===== src/rtl/dither_scan_ctrl_if.sv =====
// MCU pixel handshakes: tx carries pixels into the FPGA, rx carries results back out.
// master = MCU side, slave = dither_scan_ctrl side.
interface dither_scan_ctrl_if;
    logic mcu_tx_valid;
    logic mcu_tx_ready;
    logic mcu_rx_valid;
    logic mcu_rx_ready;

    modport master (
        output mcu_tx_valid,
        input  mcu_tx_ready,
        input  mcu_rx_valid,
        output mcu_rx_ready
    );

    modport slave (
        input  mcu_tx_valid,
        output mcu_tx_ready,
        output mcu_rx_valid,
        input  mcu_rx_ready
    );
endinterface


===== src/rtl/dither_scan_ctrl.sv =====
// Scan controller for an error-diffusion dither engine: load from MCU, 6-cycle compute per pixel-channel, unload.
// Optional macro DITHER_SERPENTINE_EN: odd rows are scanned right-to-left during compute.
module dither_scan_ctrl #(
    parameter int  IMAGEX   = 64,
    parameter int  IMAGEY   = 64,
    parameter int  CHANNELS = 1,
    localparam int ADDR_W   = $clog2(IMAGEX * IMAGEY),
    localparam int CH_W     = (CHANNELS > 1) ? $clog2(CHANNELS) : 1
) (
    input  logic               clk,
    input  logic               rst,
    input  logic               start,
    dither_scan_ctrl_if.slave  mcu,
    output logic [ADDR_W-1:0]  pix_addr,
    output logic [CH_W-1:0]    chan,
    output logic               rden_a,
    output logic               rden_b,
    output logic               wren_a,
    output logic               wren_b,
    output logic               store_old_p,
    output logic               quant_en,
    output logic [3:0]         err_step,
    output logic               at_left,
    output logic               at_right,
    output logic               at_bottom,
    output logic               scan_dir,
    output logic               busy,
    output logic               done,
    output logic [3:0]         state
);
    localparam int X_W = $clog2(IMAGEX);
    localparam int Y_W = $clog2(IMAGEY);
    localparam logic [X_W-1:0]  X_MAX  = X_W'(IMAGEX - 1);
    localparam logic [Y_W-1:0]  Y_MAX  = Y_W'(IMAGEY - 1);
    localparam logic [CH_W-1:0] CH_MAX = CH_W'(CHANNELS - 1);

`ifdef DITHER_SERPENTINE_EN
    localparam logic SERPENTINE = 1'b1;
`else
    localparam logic SERPENTINE = 1'b0;
`endif

    typedef enum logic [3:0] {
        IDLE   = 4'd0,
        LOAD   = 4'd1,
        RD_OLD = 4'd2,
        QUANT  = 4'd3,
        E_RD0  = 4'd4,
        E_WR0  = 4'd5,
        E_RD1  = 4'd6,
        E_WR1  = 4'd7,
        U_RD   = 4'd8,
        U_SEND = 4'd9,
        DONE   = 4'd10
    } state_t;

    localparam state_t ERR_ST [4] = '{E_RD0, E_WR0, E_RD1, E_WR1};

    state_t          state_q, state_d;
    logic [X_W-1:0]  x_q, x_d;
    logic [Y_W-1:0]  y_q, y_d;
    logic [CH_W-1:0] ch_q, ch_d;

    logic [ADDR_W-1:0] pix_addr_q;
    logic [CH_W-1:0]   chan_q;
    logic rden_a_q, rden_b_q, wren_a_q, wren_b_q;
    logic store_old_q, quant_en_q;
    logic [3:0] err_step_q, err_step_d;
    logic at_left_q, at_right_q, at_bottom_q, scan_dir_q;
    logic busy_q, done_q, tx_ready_q, rx_valid_q;

    // Raster successor (channel innermost), shared by load and unload.
    logic [X_W-1:0]  rs_x;
    logic [Y_W-1:0]  rs_y;
    logic [CH_W-1:0] rs_ch;
    logic            raster_last;

    always_comb begin
        rs_x  = x_q;
        rs_y  = y_q;
        rs_ch = ch_q;
        if (ch_q != CH_MAX) begin
            rs_ch = ch_q + 1'b1;
        end else begin
            rs_ch = '0;
            if (x_q != X_MAX) begin
                rs_x = x_q + 1'b1;
            end else begin
                rs_x = '0;
                rs_y = y_q + 1'b1;
            end
        end
    end

    assign raster_last = (ch_q == CH_MAX) && (x_q == X_MAX) && (y_q == Y_MAX);

    logic rev_q, rev_next_row, row_end, cmp_d;
    logic [Y_W-1:0] y_inc;

    assign y_inc        = y_q + 1'b1;
    assign rev_q        = SERPENTINE & y_q[0];
    assign rev_next_row = SERPENTINE & y_inc[0];
    assign row_end      = rev_q ? (x_q == '0) : (x_q == X_MAX);
    assign cmp_d        = (state_d inside {RD_OLD, QUANT, E_RD0, E_WR0, E_RD1, E_WR1});

    always_comb begin
        state_d = state_q;
        x_d     = x_q;
        y_d     = y_q;
        ch_d    = ch_q;
        case (state_q)
            IDLE: if (start) state_d = LOAD;
            LOAD: begin
                if (mcu.mcu_tx_valid) begin
                    if (raster_last) begin
                        state_d = RD_OLD;
                        x_d = '0;
                        y_d = '0;
                        ch_d = '0;
                    end else begin
                        x_d = rs_x;
                        y_d = rs_y;
                        ch_d = rs_ch;
                    end
                end
            end
            RD_OLD: state_d = QUANT;
            QUANT:  state_d = E_RD0;
            E_RD0:  state_d = E_WR0;
            E_WR0:  state_d = E_RD1;
            E_RD1:  state_d = E_WR1;
            E_WR1: begin
                state_d = RD_OLD;
                if (ch_q != CH_MAX) begin
                    ch_d = ch_q + 1'b1;
                end else begin
                    ch_d = '0;
                    if (!row_end) begin
                        x_d = rev_q ? (x_q - 1'b1) : (x_q + 1'b1);
                    end else if (y_q == Y_MAX) begin
                        state_d = U_RD;
                        x_d = '0;
                        y_d = '0;
                    end else begin
                        y_d = y_inc;
                        x_d = rev_next_row ? X_MAX : '0;
                    end
                end
            end
            U_RD: state_d = U_SEND;
            U_SEND: begin
                if (mcu.mcu_rx_ready) begin
                    if (raster_last) begin
                        state_d = DONE;
                        x_d = '0;
                        y_d = '0;
                        ch_d = '0;
                    end else begin
                        state_d = U_RD;
                        x_d = rs_x;
                        y_d = rs_y;
                        ch_d = rs_ch;
                    end
                end
            end
            DONE:    state_d = IDLE;
            default: state_d = IDLE;
        endcase
    end

    for (genvar gi = 0; gi < 4; gi++) begin : g_err_step
        assign err_step_d[gi] = (state_d == ERR_ST[gi]);
    end

    // Outputs are registered from the next-state decode so they line up with state_q.
    always_ff @(posedge clk) begin
        if (rst) begin
            state_q     <= IDLE;
            x_q         <= '0;
            y_q         <= '0;
            ch_q        <= '0;
            pix_addr_q  <= '0;
            chan_q      <= '0;
            rden_a_q    <= 1'b0;
            rden_b_q    <= 1'b0;
            wren_a_q    <= 1'b0;
            wren_b_q    <= 1'b0;
            store_old_q <= 1'b0;
            quant_en_q  <= 1'b0;
            err_step_q  <= '0;
            at_left_q   <= 1'b0;
            at_right_q  <= 1'b0;
            at_bottom_q <= 1'b0;
            scan_dir_q  <= 1'b0;
            busy_q      <= 1'b0;
            done_q      <= 1'b0;
            tx_ready_q  <= 1'b0;
            rx_valid_q  <= 1'b0;
        end else begin
            state_q     <= state_d;
            x_q         <= x_d;
            y_q         <= y_d;
            ch_q        <= ch_d;
            pix_addr_q  <= ADDR_W'(y_d) * ADDR_W'(IMAGEX) + ADDR_W'(x_d);
            chan_q      <= ch_d;
            rden_a_q    <= (state_d inside {RD_OLD, E_RD0, E_RD1, U_RD});
            rden_b_q    <= (state_d inside {E_RD0, E_RD1});
            wren_a_q    <= (state_d inside {QUANT, E_WR0, E_WR1});
            wren_b_q    <= (state_d inside {E_WR0, E_WR1});
            store_old_q <= (state_d == RD_OLD);
            quant_en_q  <= (state_d == QUANT);
            err_step_q  <= err_step_d;
            at_left_q   <= cmp_d && (x_d == '0);
            at_right_q  <= cmp_d && (x_d == X_MAX);
            at_bottom_q <= cmp_d && (y_d == Y_MAX);
            scan_dir_q  <= cmp_d && SERPENTINE && y_d[0];
            busy_q      <= !(state_d inside {IDLE, DONE});
            done_q      <= (state_d == DONE);
            tx_ready_q  <= (state_d == LOAD);
            rx_valid_q  <= (state_d == U_SEND);
        end
    end

    // A load beat writes in the same cycle the pixel is presented.
    assign wren_a = wren_a_q | (tx_ready_q & mcu.mcu_tx_valid & ~rst);

    assign pix_addr         = pix_addr_q;
    assign chan             = chan_q;
    assign rden_a           = rden_a_q;
    assign rden_b           = rden_b_q;
    assign wren_b           = wren_b_q;
    assign store_old_p      = store_old_q;
    assign quant_en         = quant_en_q;
    assign err_step         = err_step_q;
    assign at_left          = at_left_q;
    assign at_right         = at_right_q;
    assign at_bottom        = at_bottom_q;
    assign scan_dir         = scan_dir_q;
    assign busy             = busy_q;
    assign done             = done_q;
    assign state            = state_q;
    assign mcu.mcu_tx_ready = tx_ready_q;
    assign mcu.mcu_rx_valid = rx_valid_q;
endmodule


===== src/flat_wrapper.sv =====
// flat-port wrapper written by rule: the top's interface ports become plain ports
module dither_scan_ctrl_flat 
#(
    parameter int  IMAGEX   = 64,
    parameter int  IMAGEY   = 64,
    parameter int  CHANNELS = 1,
    localparam int ADDR_W   = $clog2(IMAGEX * IMAGEY),
    localparam int CH_W     = (CHANNELS > 1) ? $clog2(CHANNELS) : 1
)
  (clk, rst, start, pix_addr, chan, rden_a, rden_b, wren_a, wren_b, store_old_p, quant_en, err_step, at_left, at_right, at_bottom, scan_dir, busy, done, state, mcu_mcu_tx_valid, mcu_mcu_tx_ready, mcu_mcu_rx_valid, mcu_mcu_rx_ready);
  dither_scan_ctrl_if mcu_i ();
  input  logic clk;
  input  logic rst;
  input  logic start;
  output logic [ADDR_W-1:0] pix_addr;
  output logic [CH_W-1:0] chan;
  output logic rden_a;
  output logic rden_b;
  output logic wren_a;
  output logic wren_b;
  output logic store_old_p;
  output logic quant_en;
  output logic [3:0] err_step;
  output logic at_left;
  output logic at_right;
  output logic at_bottom;
  output logic scan_dir;
  output logic busy;
  output logic done;
  output logic [3:0] state;
  input wire logic [$bits(mcu_i.mcu_tx_valid)-1:0] mcu_mcu_tx_valid;
  output wire logic [$bits(mcu_i.mcu_tx_ready)-1:0] mcu_mcu_tx_ready;
  output wire logic [$bits(mcu_i.mcu_rx_valid)-1:0] mcu_mcu_rx_valid;
  input wire logic [$bits(mcu_i.mcu_rx_ready)-1:0] mcu_mcu_rx_ready;
  assign mcu_i.mcu_tx_valid = mcu_mcu_tx_valid;
  assign mcu_mcu_tx_ready = mcu_i.mcu_tx_ready;
  assign mcu_mcu_rx_valid = mcu_i.mcu_rx_valid;
  assign mcu_i.mcu_rx_ready = mcu_mcu_rx_ready;
  dither_scan_ctrl #(.IMAGEX(IMAGEX), .IMAGEY(IMAGEY), .CHANNELS(CHANNELS)) u_core (.clk(clk), .rst(rst), .start(start), .mcu(mcu_i), .pix_addr(pix_addr), .chan(chan), .rden_a(rden_a), .rden_b(rden_b), .wren_a(wren_a), .wren_b(wren_b), .store_old_p(store_old_p), .quant_en(quant_en), .err_step(err_step), .at_left(at_left), .at_right(at_right), .at_bottom(at_bottom), .scan_dir(scan_dir), .busy(busy), .done(done), .state(state));
endmodule

===== config.mk =====
export PLATFORM = sky130hd
export DESIGN_NAME = dither_scan_ctrl_flat
export DESIGN_NICKNAME = d
export VERILOG_FILES = /design/src/rtl/dither_scan_ctrl_if.sv /design/src/rtl/dither_scan_ctrl.sv /design/src/flat_wrapper.sv
export SDC_FILE = /design/constraint.sdc
export NUM_CORES = 1
export LEC_CHECK = 0
export ABC_CLOCK_PERIOD_IN_PS = 5300
export CAP_MARGIN = 40
export CORE_UTILIZATION = 40
export DETAILED_ROUTE_END_ITERATION = 8
export PLACE_DENSITY = 0.67
export SLEW_MARGIN = 20
export SYNTH_ARGS = -nofsm -noshare
export SYNTH_HDL_FRONTEND = slang
export SYNTH_SLANG_ARGS = --single-unit

===== constraint.sdc =====
create_clock -name clk -period 5.3 [get_ports clk]
set_input_delay 1.325 -clock clk [delete_from_list [all_inputs] [get_ports clk]]
set_output_delay 1.325 -clock clk [all_outputs]
set_load 0.03 [all_outputs]

==> run summary, run 1 <==
fin crit share: 76.8%
Detail Placement HPWL: 2.57 mm
initial antenna violation count: 0
Worst EP arrival: 2.74 ns
largest net degree at the start of global routing: 21
sequential share of the synthesized area: 40.7%
crit path to: wren_a
vias in the first global route: 1,293
post-DR vias/cell: 5.29
row cnt: 22
Final Skew: 0.00257 ns
FF-to-FF path depth: 7
most frequent cells in the layout: clkdlybuf4s50_1 (37), nor2_1 (33), dfxtp_1 (33), nand2_1 (17), o21ai_0 (10)
CP Launch Type: input port
final setup margin: 1.23 ns
Synth Area in Compound Gates: 16.1%
grt met2 use: 27.3%
cells after synthesis: 187
Ports: 40
hold_buf cts: 0
total clock buffers created by CTS: 5
total gr overflow: 0
Syn. warnings: 0
die area: 0.00432 mm2
H-Tree Depth: 2
switching share of power: 24.7%
CTS clock-pin slew for the worst setup and hold paths: 0.06 ns
# setup viols final: 0
Core Area: 0.00377 mm2
hold crit path type: reg -> reg
Critical Path Start: mcu_mcu_tx_valid
Multi-input gate area: 853 um2
Hold Path Cell Cnt: 2
total negative slack: 0 ns
CTS max path bufs: 2
flop2flop setup slack: 2.71 ns
commonest non-fill, non-tap cell in the layout: clkdlybuf4s50_1
Post-CTS Setup Inserts: 0
first-pass GRT wire length: 6.11 mm
Initial Util: 43.1%
met1 Use GR: 25.7%
busiest grt layer: met2
Simple-Gate Fraction of Synth Area: 31.0%
Fill cells: 365
Antenna Nets Post-Route: 0
dpl ws: 1.25 ns
Psw: 0.116 mW
worst slew pin tran: 0.870 ns
pwr/cell area: 229 mW/mm2
vias: 1,443
GR Util met3: 5.56%
Die Height: 65.7 um
TritonRoute pass-1 iters: 4
Synth-to-Final Area Change: 26.7%
status: complete, no violations
post-cts resize count: 0
largest family of logic cells by synthesized area: simple AND/OR/NAND/NOR gates
f_max: 246 MHz
WS Path Type: in -> out
Internal: 0.355 mW
flops & latches, synth: 33
Register Area: 661 um2
Synth cell types: 51
Syn Area/Cell: 8.68 um2
VDD IR max: 0.122 mV
clk sink count: 33
Synth area leaders: dfxtp_1 (41%), nor2_1 (7.6%), clkbuf_8 (4.2%)
worst reg2reg path endpoint: u_core.at_bottom
Reg-to-Reg Start: u_core.pix_addr[0]
I/O Buffers: 37
area of the mapped netlist: 0.00162 mm2
endpoint type of the worst setup path: output port
dominant cell type by area after synthesis: dfxtp_1
Seq pwr share: 54.1%
Synth Area in XOR/XNOR: 2.16%
NumNets Final: 231
Placer Congestion: 0.849
CTS tree: done
layout cells sized above 1: 9.78%
Final Hold Vio Count: 0
Comb pwr share: 7.8%
Synth async-reset ratio: 0%
Static Leak: 0.804 nW
RSZ-0062 raised after global routing: no
Final Critical Period: 4.07 ns
MaxCap Viol Count: 0
Post-Synth Adder-Cell Area: 1.54%
prevailing post-synth register cell: dfxtp_1
DRC: 0
diodes inserted: 0
GRT Overall Usage: 18.9%
Worst-Skew Late Latency: 0.28 ns
Die X: 65.7 um
mux cell area share after synthesis: 1.31%
post-DR wirelength/cell: 13.2 um
Slew Limit Fails: 0
DR iter-0 viols: 72
Clock power frac: 38.1%
CP Max Fanout: 3
CTS Root Cell: clkbuf_8
WL final: 3.60 mm
Slew headroom: 40.5%
number of synthesized flops with an enable pin: 0
Yosys top cell area share: 40.7%
Required @ worst endpoint: 3.97 ns
==> sequential cells by signal (all words and copies together) (netlist names) <==
| name | cells |
|---|---|
| u_core.state | 4 |
| u_core.at_bottom | 1 |
| u_core.rden_b | 1 |
| u_core.done | 1 |
| u_core.mcu.mcu_rx_valid | 1 |
| u_core.mcu.mcu_tx_ready | 1 |
| u_core.store_old_p | 1 |
| u_core.rden_a | 1 |
| u_core.at_right | 1 |
| u_core.busy | 1 |
| u_core.wren_a_q | 1 |
| u_core.wren_b | 1 |
| u_core.at_left | 1 |
| u_core.pix_addr | 12 |
| u_core.quant_en | 1 |
| u_core.err_step | 4 |
==> worst min-delay path by stage <==
stage / startpoint / end / slack (ns)
2_1_floorplan: u_core.pix_addr[7] / u_core.pix_addr[7] / 0.61
3_3_place_gp: u_core.pix_addr[7] / u_core.pix_addr[7] / 0.50
3_5_place_dp: u_core.pix_addr[7] / u_core.pix_addr[7] / 0.50
4_1_cts: u_core.pix_addr[7] / u_core.pix_addr[7] / 0.51
5_1_grt: u_core.pix_addr[7] / u_core.pix_addr[7] / 0.55
6_report: u_core.pix_addr[7] / u_core.pix_addr[7] / 0.51
==> per-stage QoR <==
| step | utilization, % | cells | power (mW) | hold slack [ns] | cell area, um2 |
|---|---|---|---|---|---|
| after floorplan | - | 188 | 0.284 | 0.606 | 1630 |
| after global placement | 52.4 | 265 | 0.297 | 0.496 | 1970 |
| after detailed placement | 52.4 | 265 | 0.297 | 0.501 | 1970 |
| after CTS | 54.5 | 273 | 0.477 | 0.510 | 2060 |
| after global routing | 54.5 | 273 | 0.495 | 0.545 | 2060 |
| final | 54.5 | 273 | 0.472 | 0.511 | 2060 |
==> cells by family (layout without fill, tap and decap cells) <==
logic type,after synthesis,count (layout)
DFF,33,33
AOI/OAI and AO/OA,38,38
other,1,2
and+or+nand+nor,92,92
xor gates and xnor gates,4,4
muxes,2,2
adders and majority gates,2,2
buffers and inverters,15,52
==> critical path: stages <==
cell and delay [ns]:
clkdlybuf4s50_1 0.50, nand2_1 0.06, o21bai_1 0.16, clkdlybuf4s50_1 0.70
==> cells in the mapped netlist, types with 2 or more instances <==
library cell and instances:
nand2_1 17, nor4_2 2, and3b_1 2, ha_1 2
inv_1 6, a21oi_1 7, nor3_1 4, or3_1 5
dfxtp_1 33, and3_1 2, or2_2 2, and2_1 2
and3_2 2, o21ai_0 10, nand2b_1 3, clkbuf_8 5
a31oi_1 2, nand3_1 7, o31ai_1 2, xor2_1 3
nor2_1 33, clkbuf_1 2, nand3b_1 3, o21bai_1 2
buf_4 2, a32oi_1 2
==> final cells by class <==
| cell class | instances | share of cell area (%) |
|---|---|---|
| clock buffers | 6 | 3.53 |
| inverters | 6 | 1.09 |
| well taps | 48 | 2.92 |
| flip-flops and latches | 33 | 32.1 |
| clock inverters | 2 | 0.487 |
| multi-input cells | 140 | 41.5 |
| repair buffers | 38 | 18.4 |
==> per-layer routing <==
metal / wire length, um / up-vias / part of all wire, %
met1: 1780 / 659 / 49
met4: 67 / 0 / 1.9
li1: - / 730 / -
met5: 0 / - / 0
met3: 215 / 5 / 6.0
met2: 1540 / 49 / 43
==> power groups by stage <==
stage	Clock [mW]	Sequential [mW]	Combinational, mW
after detailed placement	0	0.261	0.0367
final	0.180	0.255	0.0370
after floorplan	0	0.264	0.0208
after CTS	0.185	0.255	0.0368
after global placement	0	0.261	0.0367
after global routing	0.199	0.256	0.0403
Note: power is estimated with default switching activity, not from simulation.
==> run 2, diff against run 1 <==
--- a/config.mk
+++ b/config.mk
@@ -5,11 +5,11 @@
 export SDC_FILE = /design/constraint.sdc
 export NUM_CORES = 1
 export LEC_CHECK = 0
-export ABC_CLOCK_PERIOD_IN_PS = 5300
+export ABC_CLOCK_PERIOD_IN_PS = 3600
 export CAP_MARGIN = 40
 export CORE_UTILIZATION = 40
 export DETAILED_ROUTE_END_ITERATION = 8
-export PLACE_DENSITY = 0.67
+export PLACE_DENSITY = 0.7
 export SLEW_MARGIN = 20
 export SYNTH_ARGS = -nofsm -noshare
 export SYNTH_HDL_FRONTEND = slang
==> constraint.sdc (replaced) <==
create_clock -name clk -period 3.6 [get_ports clk]
set_input_delay 0.9 -clock clk [delete_from_list [all_inputs] [get_ports clk]]
set_output_delay 0.9 -clock clk [all_outputs]
set_load 0.03 [all_outputs]
==> run summary, run 2 (synthesis gave the netlist of run 1 again) <==
Critical Path, Cell by Cell: clkdlybuf4s50_1, nand2_1, o21bai_1, clkdlybuf4s50_1
Worst EP arrival: 2.31 ns (-0.43 ns)
Worst path depth: 4 (unchanged)
Die X: 65.7 um (unchanged)
Die Height: 65.7 um (unchanged)
first-pass GRT wire length: 5.95 mm (-2.6%)
f_max: 311 MHz
CP Buf/Inv Count: 2 (unchanged)
Worst-Skew Late Latency: 0.28 ns (about the same)
Core Area: 0.00377 mm2 (unchanged)
FF-to-FF path depth: 8 (+1)
largest net degree at the start of global routing: 21 (unchanged)
CP Max Fanout: 3 (unchanged)
dpl ws: 0.410 ns (-0.843 ns)
CTS tree: done
Slew Limit Fails: 0 (unchanged)
row cnt: 22 (unchanged)
GRT Overall Usage: 18.8% (-0.12 points)
Static Leak: 0.814 nW (+1.2%)
CTS max path bufs: 2 (unchanged)
commonest non-fill, non-tap cell in the layout: clkdlybuf4s50_1
Detail Placement HPWL: 2.59 mm (+0.68%)
VDD IR max: 0.192 mV (+57%)
I/O Buffers: 37 (unchanged)
CTS clock-pin slew for the worst setup and hold paths: 0.06 ns (about the same)
endpoint type of the worst setup path: output port
Initial Util: 43.1% (unchanged)
Post-CTS Setup Inserts: 0 (unchanged)
final setup margin: 0.387 ns (-0.845 ns)
layout cells sized above 1: 10.6% (+0.79 points)
status: complete, no violations
post-cts resize count: 0 (unchanged)
hold_buf cts: 0 (unchanged)
Placer Congestion: 0.868 (+2.3%)
TritonRoute pass-1 iters: 4 (unchanged)
Crit path max-delay family: buffers and inverters
clk sink count: 33 (unchanged)
hold_ws: 0.523 ns (+0.0119 ns)
pwr/cell area: 335 mW/mm2 (+46%)
DR iter-0 viols: 61 (-15%)
# setup viols final: 0 (unchanged)
total clock buffers created by CTS: 5 (unchanged)
diodes inserted: 0 (unchanged)
fin crit share: 89.3%
Slew headroom: 49.2% (+8.7 points)
post-DR wirelength/cell: 13.0 um (-1.7%)
CP max-delay cell: clkdlybuf4s50_1
WL final: 3.57 mm (-1.0%)
CP Launch Type: input port
initial antenna violation count: 0 (unchanged)
most frequent CP cell: clkdlybuf4s50_1
total negative slack: 0 ns (unchanged)
Largest register FFs: 12 (unchanged)
Antenna Nets Post-Route: 0 (unchanged)
Post-Layout Cell Count: 275 (+0.73%)
worst slew pin tran: 0.760 ns (-0.110 ns)
total gr overflow: 0 (unchanged)
most frequent cells in the layout: clkdlybuf4s50_1 (37), nor2_1 (33), dfxtp_1 (33), nand2_1 (17), o21ai_0 (10)
Hold Path Cell Cnt: 2 (unchanged)
Final Hold Vio Count: 0 (unchanged)
hold crit path type: reg -> reg
Required @ worst endpoint: 2.70 ns (-1.27 ns)
Final Critical Period: 3.21 ns
H-Tree Depth: 2 (unchanged)
Synth-to-Final Area Change: 27.6%
CTS Root Cell: clkbuf_8
post-DR vias/cell: 5.20 (-1.7%)
NumNets Final: 233 (+0.87%)
RSZ-0062 raised after global routing: no
Fill cells: 368 (+0.82%)
Crit path largest cell delay: 0.69 ns (about the same)
MaxCap Viol Count: 0 (unchanged)
DRC: 0 (unchanged)
Ports: 40 (unchanged)
Final Skew: 0.00299 ns (+0.000415 ns)
vias: 1,429 (-0.97%)
vias in the first global route: 1,241 (-4.0%)
WS Path Type: in -> out
DP Cell Count: 267 (+0.75%)
die area: 0.00432 mm2 (unchanged)
run 2: cell count changes in the layout (fill, tap and decap cells not counted), sizes merged:
cell,change
buf,+2
run 2: metal layers:
metal / global-route usage (%) / part of all wire [%] / vias up
met2: 26.1 / 44 / 41
met4: 9.51 / 1.2 / 0
met3: 6.25 / 6.4 / 4
met1: 25.3 / 48 / 652
met5: 0 / 0 / -
li1: - / - / 732
run 2: final timing paths:
| kind | end | startpoint | slack [ns] |
|---|---|---|---|
| max | wren_a | mcu_mcu_tx_valid | 0.39 |
| min | u_core.pix_addr[7] | u_core.pix_addr[7] | 0.52 |
| max reg2reg | u_core.done | u_core.pix_addr[0] | 0.97 |
| min reg2reg | u_core.pix_addr[7] | u_core.pix_addr[7] | 0.52 |
run 2: worst min-delay path, delay by kind of cell (launching register included):
| kind | cells | cell delay [ns] |
|---|---|---|
| AO/OA/AOI/OAI | 1 | 0.06 |
| flip-flops | 1 | 0.35 |
| AND/OR/NAND/NOR | 1 | 0.07 |
run 2: final cells by class:
cell class | count | area (um2) | share of cell area, %
tap | 48 | 60.1 | 2.90
sequential | 33 | 661 | 31.9
multi-input combinational | 140 | 853 | 41.2
inverter | 6 | 22.5 | 1.09
timing repair buffer | 40 | 393 | 19.0
clock buffer | 6 | 72.6 | 3.50
clock inverter | 2 | 10.0 | 0.483
run 2: power breakdown:
part	internal [mW]	switching, mW
Sequential	0.369	0.00621
Clock	0.134	0.129
Combinational	0.0216	0.0337
run 2: per-stage QoR:
step	instance area (um2)	utilization [%]	power (mW)
2_1_floorplan	1630	-	0.419
3_3_place_gp	1990	52.8	0.439
3_5_place_dp	1990	52.8	0.439
4_1_cts	2070	54.9	0.706
5_1_grt	2070	54.9	0.729
6_report	2070	54.9	0.693
==> run 3, diff against run 2 <==
--- a/config.mk
+++ b/config.mk
@@ -7,7 +7,9 @@
 export LEC_CHECK = 0
 export ABC_CLOCK_PERIOD_IN_PS = 3600
 export CAP_MARGIN = 40
+export CORE_ASPECT_RATIO = 1.25
 export CORE_UTILIZATION = 40
+export CTS_BUF_LIST = sky130_fd_sc_hd__clkbuf_2 sky130_fd_sc_hd__clkbuf_4 sky130_fd_sc_hd__clkbuf_8
 export DETAILED_ROUTE_END_ITERATION = 8
 export PLACE_DENSITY = 0.7
 export SLEW_MARGIN = 20
==> run summary, run 3 (synthesis gave the netlist of run 1 again) <==
Clock power frac: 38.6% (+0.7 points)
DR iter-0 viols: 48 (-21%)
status: complete, no violations
endpoint type of the worst setup path: output port
Post-Layout Cell Count: 281 (+2.2%)
Placed Area: 0.00199 mm2 (+0.19%)
Final Skew: 0.0101 ns (+0.00711 ns)
row cnt: 25 (+14%)
first-pass GRT wire length: 5.79 mm (-2.7%)
Slew headroom: 54.3% (+5.1 points)
Die Height: 73.2 um (+11%)
total clock buffers created by CTS: 5 (unchanged)
f_max: 313 MHz (+0.55%)
Final Critical Period: 3.20 ns (-0.0177 ns)
post-DR wirelength/cell: 12.6 um (-2.8%)
Finished Core Util: 54.0% (-0.89 points)
largest net degree at the start of global routing: 21 (unchanged)
layout cells sized above 1: 10.6% (unchanged)
GRT Overall Usage: 18.3% (-0.44 points)
# setup viols final: 0 (unchanged)
NumNets Final: 233 (unchanged)
Initial Util: 42.2% (-0.85 points)
Comb pwr share: 7.7% (-0.3 points)
Placer Congestion: 0.897 (+3.3%)
Detail Placement HPWL: 2.55 mm (-1.5%)
WL final: 3.54 mm (-0.70%)
vias: 1,474 (+3.1%)
vias in the first global route: 1,260 (+1.5%)
Slew Limit Fails: 0 (unchanged)
Core Area: 0.00385 mm2 (+2.0%)
CTS clock-pin slew for the worst setup and hold paths: 0.07 ns (about the same)
CTS max path bufs: 2 (unchanged)
Critical Path, Cell by Cell: clkdlybuf4s50_1, nand2_1, o21bai_1, clkdlybuf4s50_1
total gr overflow: 0 (unchanged)
MaxCap Viol Count: 0 (unchanged)
CTS Root Cell: clkbuf_8
Antenna Nets Post-Route: 0 (unchanged)
Required @ worst endpoint: 2.70 ns (about the same)
CP Max Fanout: 3 (unchanged)
WS Path Type: in -> out
diodes inserted: 0 (unchanged)
TritonRoute pass-1 iters: 4 (unchanged)
Ports: 40 (unchanged)
Internal: 0.523 mW (-0.29%)
fin crit share: 88.8% (-0.49 points)
Worst EP arrival: 2.30 ns (about the same)
hold_buf cts: 0 (unchanged)
commonest non-fill, non-tap cell in the layout: clkdlybuf4s50_1
Die X: 59.0 um (-10%)
worst slew pin tran: 0.684 ns (-0.0763 ns)
clk sink count: 33 (unchanged)
hold_ws: 0.504 ns (-0.0186 ns)
Psw: 0.177 mW (+4.7%)
post-DR vias/cell: 5.25 (+0.95%)
CTS tree: done
Synth-to-Final Area Change: 28.0%
Largest register FFs: 12 (unchanged)
hold crit path type: reg -> reg
pwr/cell area: 336 mW/mm2 (+0.57%)
FF-to-FF path depth: 8 (unchanged)
RSZ-0062 raised after global routing: no
CP Launch Type: input port
VDD IR max: 0.188 mV (-2.0%)
Static Leak: 0.809 nW (-0.61%)
CP max-delay cell: clkdlybuf4s50_1
Worst-Skew Late Latency: 0.29 ns (about the same)
Seq pwr share: 53.7% (-0.4 points)
most frequent cells in the layout: clkdlybuf4s50_1 (37), nor2_1 (33), dfxtp_1 (33), nand2_1 (17), o21ai_0 (10)
DRC: 0 (unchanged)
Crit path largest cell delay: 0.68 ns (about the same)
post-cts resize count: 0 (unchanged)
most frequent CP cell: clkdlybuf4s50_1
H-Tree Depth: 2 (unchanged)
initial antenna violation count: 0 (unchanged)
total negative slack: 0 ns (unchanged)
die area: 0.00432 mm2 (about the same)
Layout Cell Area excl Fill: 0.00208 mm2 (+0.36%)
I/O Buffers: 37 (unchanged)
Final Hold Vio Count: 0 (unchanged)
Hold Path Cell Cnt: 2 (unchanged)
DP Cell Count: 273 (+2.2%)
switching share of power: 25.3% (+0.92 points)
Post-CTS Setup Inserts: 0 (unchanged)
[run 3: per-layer routing]
| metal | vias up | routed length (um) | GRT usage (%) |
|---|---|---|---|
| met2 | 45 | 1720 | 28.4 |
| li1 | 737 | - | - |
| met4 | 0 | 78 | 9.79 |
| met1 | 684 | 1580 | 22.4 |
| met3 | 8 | 163 | 5.85 |
| met5 | - | 0 | 0 |
[run 3: critical path, delay by kind of cell]
family / cells / cell delay [ns]
buffers and inverters: 2 / 1.19
and+or+nand+nor: 1 / 0.08
AOI/OAI and AO/OA: 1 / 0.12
[run 3: power by group through the flow]
stage | Sequential [mW] | Combinational (mW) | Clock (mW)
after floorplan | 0.388 | 0.0306 | 0
after global placement | 0.384 | 0.0535 | 0
after detailed placement | 0.383 | 0.0543 | 0
after CTS | 0.375 | 0.0544 | 0.279
after global routing | 0.376 | 0.0580 | 0.296
final | 0.375 | 0.0542 | 0.270
[run 3: layout make-up]
| cell class | count | area, um2 |
|---|---|---|
| clock buffers | 5 | 68.8 |
| fillers | 368 | 1770 |
| flip-flops and latches | 33 | 661 |
| multi-input cells | 140 | 853 |
| repair buffers | 40 | 389 |
| well taps | 54 | 67.6 |
| inverters | 6 | 22.5 |
| clock inverters | 3 | 17.5 |
[run 3: path summary, 6_finish.rpt]
| path | to | slack, ns | start |
|---|---|---|---|
| max | wren_a | 0.40 | mcu_mcu_tx_valid |
| min | u_core.pix_addr[7] | 0.50 | u_core.pix_addr[7] |
| max reg2reg | u_core.err_step[2] | 1.00 | u_core.pix_addr[0] |
| min reg2reg | u_core.pix_addr[7] | 0.50 | u_core.pix_addr[7] |
[run 3: metrics by stage]
| step | setup slack, ns | total power [mW] |
|---|---|---|
| 2_1_floorplan | 1.18 | 0.419 |
| 3_3_place_gp | 0.400 | 0.437 |
| 3_5_place_dp | 0.402 | 0.438 |
| 4_1_cts | 0.402 | 0.709 |
| 5_1_grt | 0.339 | 0.730 |
| 6_report | 0.404 | 0.700 |
==> patch 1 (settings of run 2) <==
Build with the macro `DITHER_SERPENTINE_EN` defined.
--- a/src/rtl/dither_scan_ctrl.sv
+++ b/src/rtl/dither_scan_ctrl.sv
@@ -1,4 +1,6 @@
 // Scan controller for an error-diffusion dither engine: load from MCU, 6-cycle compute per pixel-channel, unload.
 // Optional macro DITHER_SERPENTINE_EN: odd rows are scanned right-to-left during compute.
+`define DITHER_SERPENTINE_EN
+
 module dither_scan_ctrl #(
     parameter int  IMAGEX   = 64,
Check against the original RTL: no difference found for any inputs over 10 cycles, from zero or initial values and one cycle with rst high; that may be too few to reach the edited logic, so the function may still have changed.
==> patch 1 against run 2 <==
  * Critical path type unchanged
  * Design area increased by 27%
  * Synthesized cell count rose by 33%
  * Utilization down 0.80 points
  * Combinational power rose by 33%
  * Clock skew rose by 2.4 ps
  * Setup slack improved by 11 ps
  * Cell count increased by 27%
  * Area after synthesis rose by 27%
  * Wire length grew 59%
  * Power increased by 28%
  * Highest routed layer unchanged
  * Non-clock buffer count is 2 higher
  * Sequential cell count grew 1
==> patch 1: results (changes against run 2) <==
- Pin count of the biggest net entering global routing: 21 (unchanged)
- Crit path largest cell delay: 580 ps (-110 ps)
- Status: complete, no violations
- Max FFs per register: 12 (unchanged)
- R2R Path Start: u_core.pix_addr[1]
- CTS Buf Count: 5 (unchanged)
- Layout cell share with drive strength beyond 1: 7.42% (-3.2 points)
- Peak supply drop: 270 uV (+41%)
- Port-buffer cells: 38 (+2.7%)
- GP Congestion: 0.903 (+4.0%)
- Critical Path Start: rst
- Drt total wl: 5680 um (+59%)
- Sequential share of the synthesized area: 33.0% (-7.7 points)
- Synth cell types: 64 (+25%)
- FILL cells: 468 (+27%)
- Worst R2R Path Depth: 7 (-1)
- CP max stage cell: clkdlybuf4s50_1
- Post-CTS setup buffer count: 0 (unchanged)
- Final worst clock skew: 5.42 ps (+2.43 ps)
- Vias in the first global route: 1825 (+47%)
- Worst Path Max Fanout: 2 (-1)
- First-pass DRT Iterations: 5 (+1)
- Slew @ Worst Pin: 672 ps (-87.8 ps)
- FF-to-FF setup slack: 880 ps (-90 ps)
- Hpwl dp: 4110 um (+59%)
- First-pass GRT wire length: 9040 um (+52%)
- P_leak: 0.923 nW (+13%)
- Vias/cell: 5.97 (+15%)
- DRT iter0 DRCs: 151 (+150%)
- Area contributors post-synth: dfxtp_1, nor2_1, nand2_1
- GRT Util Overall: 22.0% (+3.3 points)
- Top cells by instance count after synthesis: dfxtp_1, nor2_1, nand2_1
- Nets@finish: 290 (+24%)
- NetSw: 186 uW (+10%)
- Arr. time, crit path: 2300 ps
patch 1: logic make-up (layout without fill, tap and decap cells):
kind of cell | count (synthesis) | after routing | synth area share, %
compound gates | 73 | 73 | 27.1
simple gates | 106 | 106 | 28.5
mux | 4 | 4 | 2.55
buf+inv | 23 | 58 | 5.15
xor+xnor | 4 | 4 | 1.70
flops | 34 | 34 | 33.0
other cells | 1 | 1 | 0.182
fa+ha+maj | 3 | 3 | 1.82
patch 1: cell type report:
type                    count  share of cell area [%]
flip-flops and latches     34                    25.9
clock buffers               6                    3.15
multi-input cells         191                    48.7
clock inverters             2                    2.29
repair buffers             42                    15.6
well taps                  67                    3.19
inverters                   8                    1.14
patch 1: path summary, 6_finish.rpt:
check / end
min reg2reg: u_core.pix_addr[7]
max reg2reg: u_core.at_right
min: u_core.pix_addr[7]
max: wren_a
patch 1: routing by layer:
layer	vias up	routed length, um	GRT usage (%)
li1	1007	-	-
met1	979	2580	31.2
met2	95	2550	32.1
met3	9	458	5.49
met4	0	87	7.91
met5	-	0	0
patch 1: per-stage QoR:
stage	util (%)	cell area (um2)	worst slack (ps)	hold WS (ps)	instances
after floorplan	-	2060	1200	610	248
after global placement	51.2	2480	397	500	342
after detailed placement	51.2	2480	414	501	342
after CTS	54.1	2630	400	512	350
after global routing	54.1	2630	359	550	350
final	54.1	2630	398	508	350
patch 1: power by group through the flow:
stage          logic [mW]  registers, mW  clock network, mW
6_report           0.0737          0.385              0.431
5_1_grt            0.0797          0.386              0.457
4_1_cts            0.0730          0.385              0.437
3_5_place_dp       0.0726          0.394                  0
3_3_place_gp       0.0724          0.394                  0
2_1_floorplan      0.0463          0.398                  0
patch 1: worst max-delay path: cells and delay by family:
family	cells	cell delay, ps
buf+inv	3	1160
compound gates	1	240
==> patch 2 (config.mk and constraints of run 2) <==
Without the edit above. Take the reset off `x_q` and load it in a clocked block of its own.
--- a/src/rtl/dither_scan_ctrl.sv
+++ b/src/rtl/dither_scan_ctrl.sv
@@ -177,5 +177,4 @@
         if (rst) begin
             state_q     <= IDLE;
-            x_q         <= '0;
             y_q         <= '0;
             ch_q        <= '0;
@@ -199,5 +198,4 @@
         end else begin
             state_q     <= state_d;
-            x_q         <= x_d;
             y_q         <= y_d;
             ch_q        <= ch_d;
@@ -222,4 +220,8 @@
     end
 
+    always_ff @(posedge clk) begin
+        x_q <= x_d;
+    end
+
     // A load beat writes in the same cycle the pixel is presented.
     assign wren_a = wren_a_q | (tx_ready_q & mcu.mcu_tx_valid & ~rst);
Formal check against the unedited RTL: differs if rst is asserted again (counterexample within 4 cycles, from zero or initial values and one cycle with rst high); with rst held inactive, the same outputs for 10 cycles.
==> patch 2 against run 2 <==
  * Critical endpoint unchanged
  * Area after synthesis is 7.9% higher
  * Largest cell class unchanged
  * Sequential cell count up 6
  * Setup slack improved by 11 ps
  * Wire length up 6.1%
  * Design area grew 8.6%
  * Synthesized cell count increased by 4.3%
  * Highest routed layer unchanged
Power is not compared: it rests on default switching activity, and its combinational part moved more than twofold at a synthesized area within 25%.
==> patch 2: results (changes against run 2) <==
- Arr. time, crit path: 2300 ps
- Worst Path Max Fanout: 4 (+1)
- Drt wl/cell: 13.3 um (+2.7%)
- Area contributors post-synth: dfxtp_1, nor2_1, nand2_1
- Crit path largest cell delay: 580 ps (-110 ps)
- GRT Util Overall: 19.0% (+0.23 points)
- GP Congestion: 0.833 (-4.1%)
- Share of flip-flops with an asynchronous set or reset: 0% (unchanged)
- Post-Synth Adder-Cell Area: 1.43% (-0.11 points)
- FILL cells: 414 (+13%)
- Clk_lat worst skew: 290 ps
- Mux share of post-synthesis cell area: 2.93% (+1.6 points)
- FF-to-FF setup slack: 1200 ps (+230 ps)
- Worst path top cell family by delay: buffers and inverters
- Nets@finish: 240 (+3.0%)
- Synth warn: 0 (unchanged)
- Placed Area: 2170 um2 (+8.9%)
- Sequential share of the synthesized area: 44.5% (+3.9 points)
- Final worst clock skew: 7.26 ps (+4.27 ps)
- Clock Pin Slew Worst Setup and Hold Paths: 70 ps
- Post-CTS resize count: 0 (unchanged)
- Via count: 1540 (+7.8%)
- Top FF cell, synth: dfxtp_1
- First-pass GRT wire length: 6470 um (+8.8%)
- Post-route ant nets: 0 (unchanged)
- Compound-gate portion of the synthesized area: 15.5% (-0.61 points)
- Top cells by instance count after synthesis: dfxtp_1, nor2_1, nand2_1
- DRT iter0 DRCs: 75 (+23%)
- Pin count of the biggest net entering global routing: 19 (-9.5%)
- Layout cell share with drive strength beyond 1: 9.40% (-1.2 points)
- Status: complete, no violations
- P_leak: 0.843 nW
- Hpwl dp: 2740 um (+5.7%)
- XOR/XNOR share of the synthesized area: 1.50% (-0.66 points)
- Initial antenna violation count: 0 (unchanged)
- Post-CTS setup buffer count: 0 (unchanged)
- Hold Crit Class: reg -> reg
- Vias in the first global route: 1406 (+13%)
- Synth cell types: 55 (+7.8%)
==> patch 2: cell types whose count changed in the layout (fill, tap and decap cells not counted), moves of 3 or more <==
| cell | change |
|---|---|
| mux2i_1 | +3 |
| a21oi_1 | +4 |
| nor2_1 | -13 |
| o21ai_0 | -8 |
| nand4_1 | +3 |
| nand2b_1 | -3 |
| and3_1 | +8 |
| dfxtp_1 | +6 |
| or3_1 | -4 |
| and4_1 | +3 |
==> patch 2: layout make-up <==
class                   instances  area (um2)  share of cell area, %
flip-flops and latches         39         781                   34.7
clock inverters                 2        12.5                  0.556
inverters                       9        33.8                   1.50
well taps                      50        62.6                   2.78
repair buffers                 41         400                   17.8
multi-input cells             137         888                   39.5
clock buffers                   6        72.6                   3.22
==> patch 2: stage by stage <==
stage	utilization [%]	hold WS, ps	std cells	worst slack [ps]
3_5_place_dp	52.6	500	276	368
6_report	54.7	511	284	398
3_3_place_gp	52.6	498	276	383
2_1_floorplan	-	523	196	975
4_1_cts	54.7	516	284	392
5_1_grt	54.7	545	284	357
==> patch 2: logic make-up (layout without fill, tap and decap cells) <==
group	Yosys count	in the layout
muxes	5	5
AOI/OAI and AO/OA	36	36
xor gates and xnor gates	3	3
and+or+nand+nor	89	89
other	1	2
DFF	39	39
adders and majority gates	2	2
buffers and inverters	20	58
==> patch 2: report_power, final <==
part	leakage, nW	internal, mW	total (mW)	switching (mW)
Clock	0.0412	0.135	0.280	0.145
Combinational	0.484	0.0953	0.240	0.144
Sequential	0.318	0.478	0.519	0.0406
Total	0.843	0.709	1.04	0.329
==> patch 2: metal layers <==
layer / wire length [um] / vias up / global-route usage [%]
met5: 0 / - / 0
met1: 1920 / 703 / 26.9
li1: - / 780 / -
met2: 1590 / 48 / 26.7
met4: 92 / 0 / 9.64
met3: 184 / 9 / 4.00
==> patch 2: worst paths after layout <==
path                            from                 end  cells past startpoint
setup reg to reg     u_core.state[3]     u_core.at_right                      5
hold reg to reg   u_core.pix_addr[7]  u_core.pix_addr[7]                      2
hold / removal    u_core.pix_addr[7]  u_core.pix_addr[7]                      2
setup / recovery                 rst              wren_a                      4
==> patch 2: worst reg2reg max path, delay by kind of cell (launching register included) <==
family	cells	cell delay, ps
simple gates	4	1400
flops	1	630
compound gates	1	280
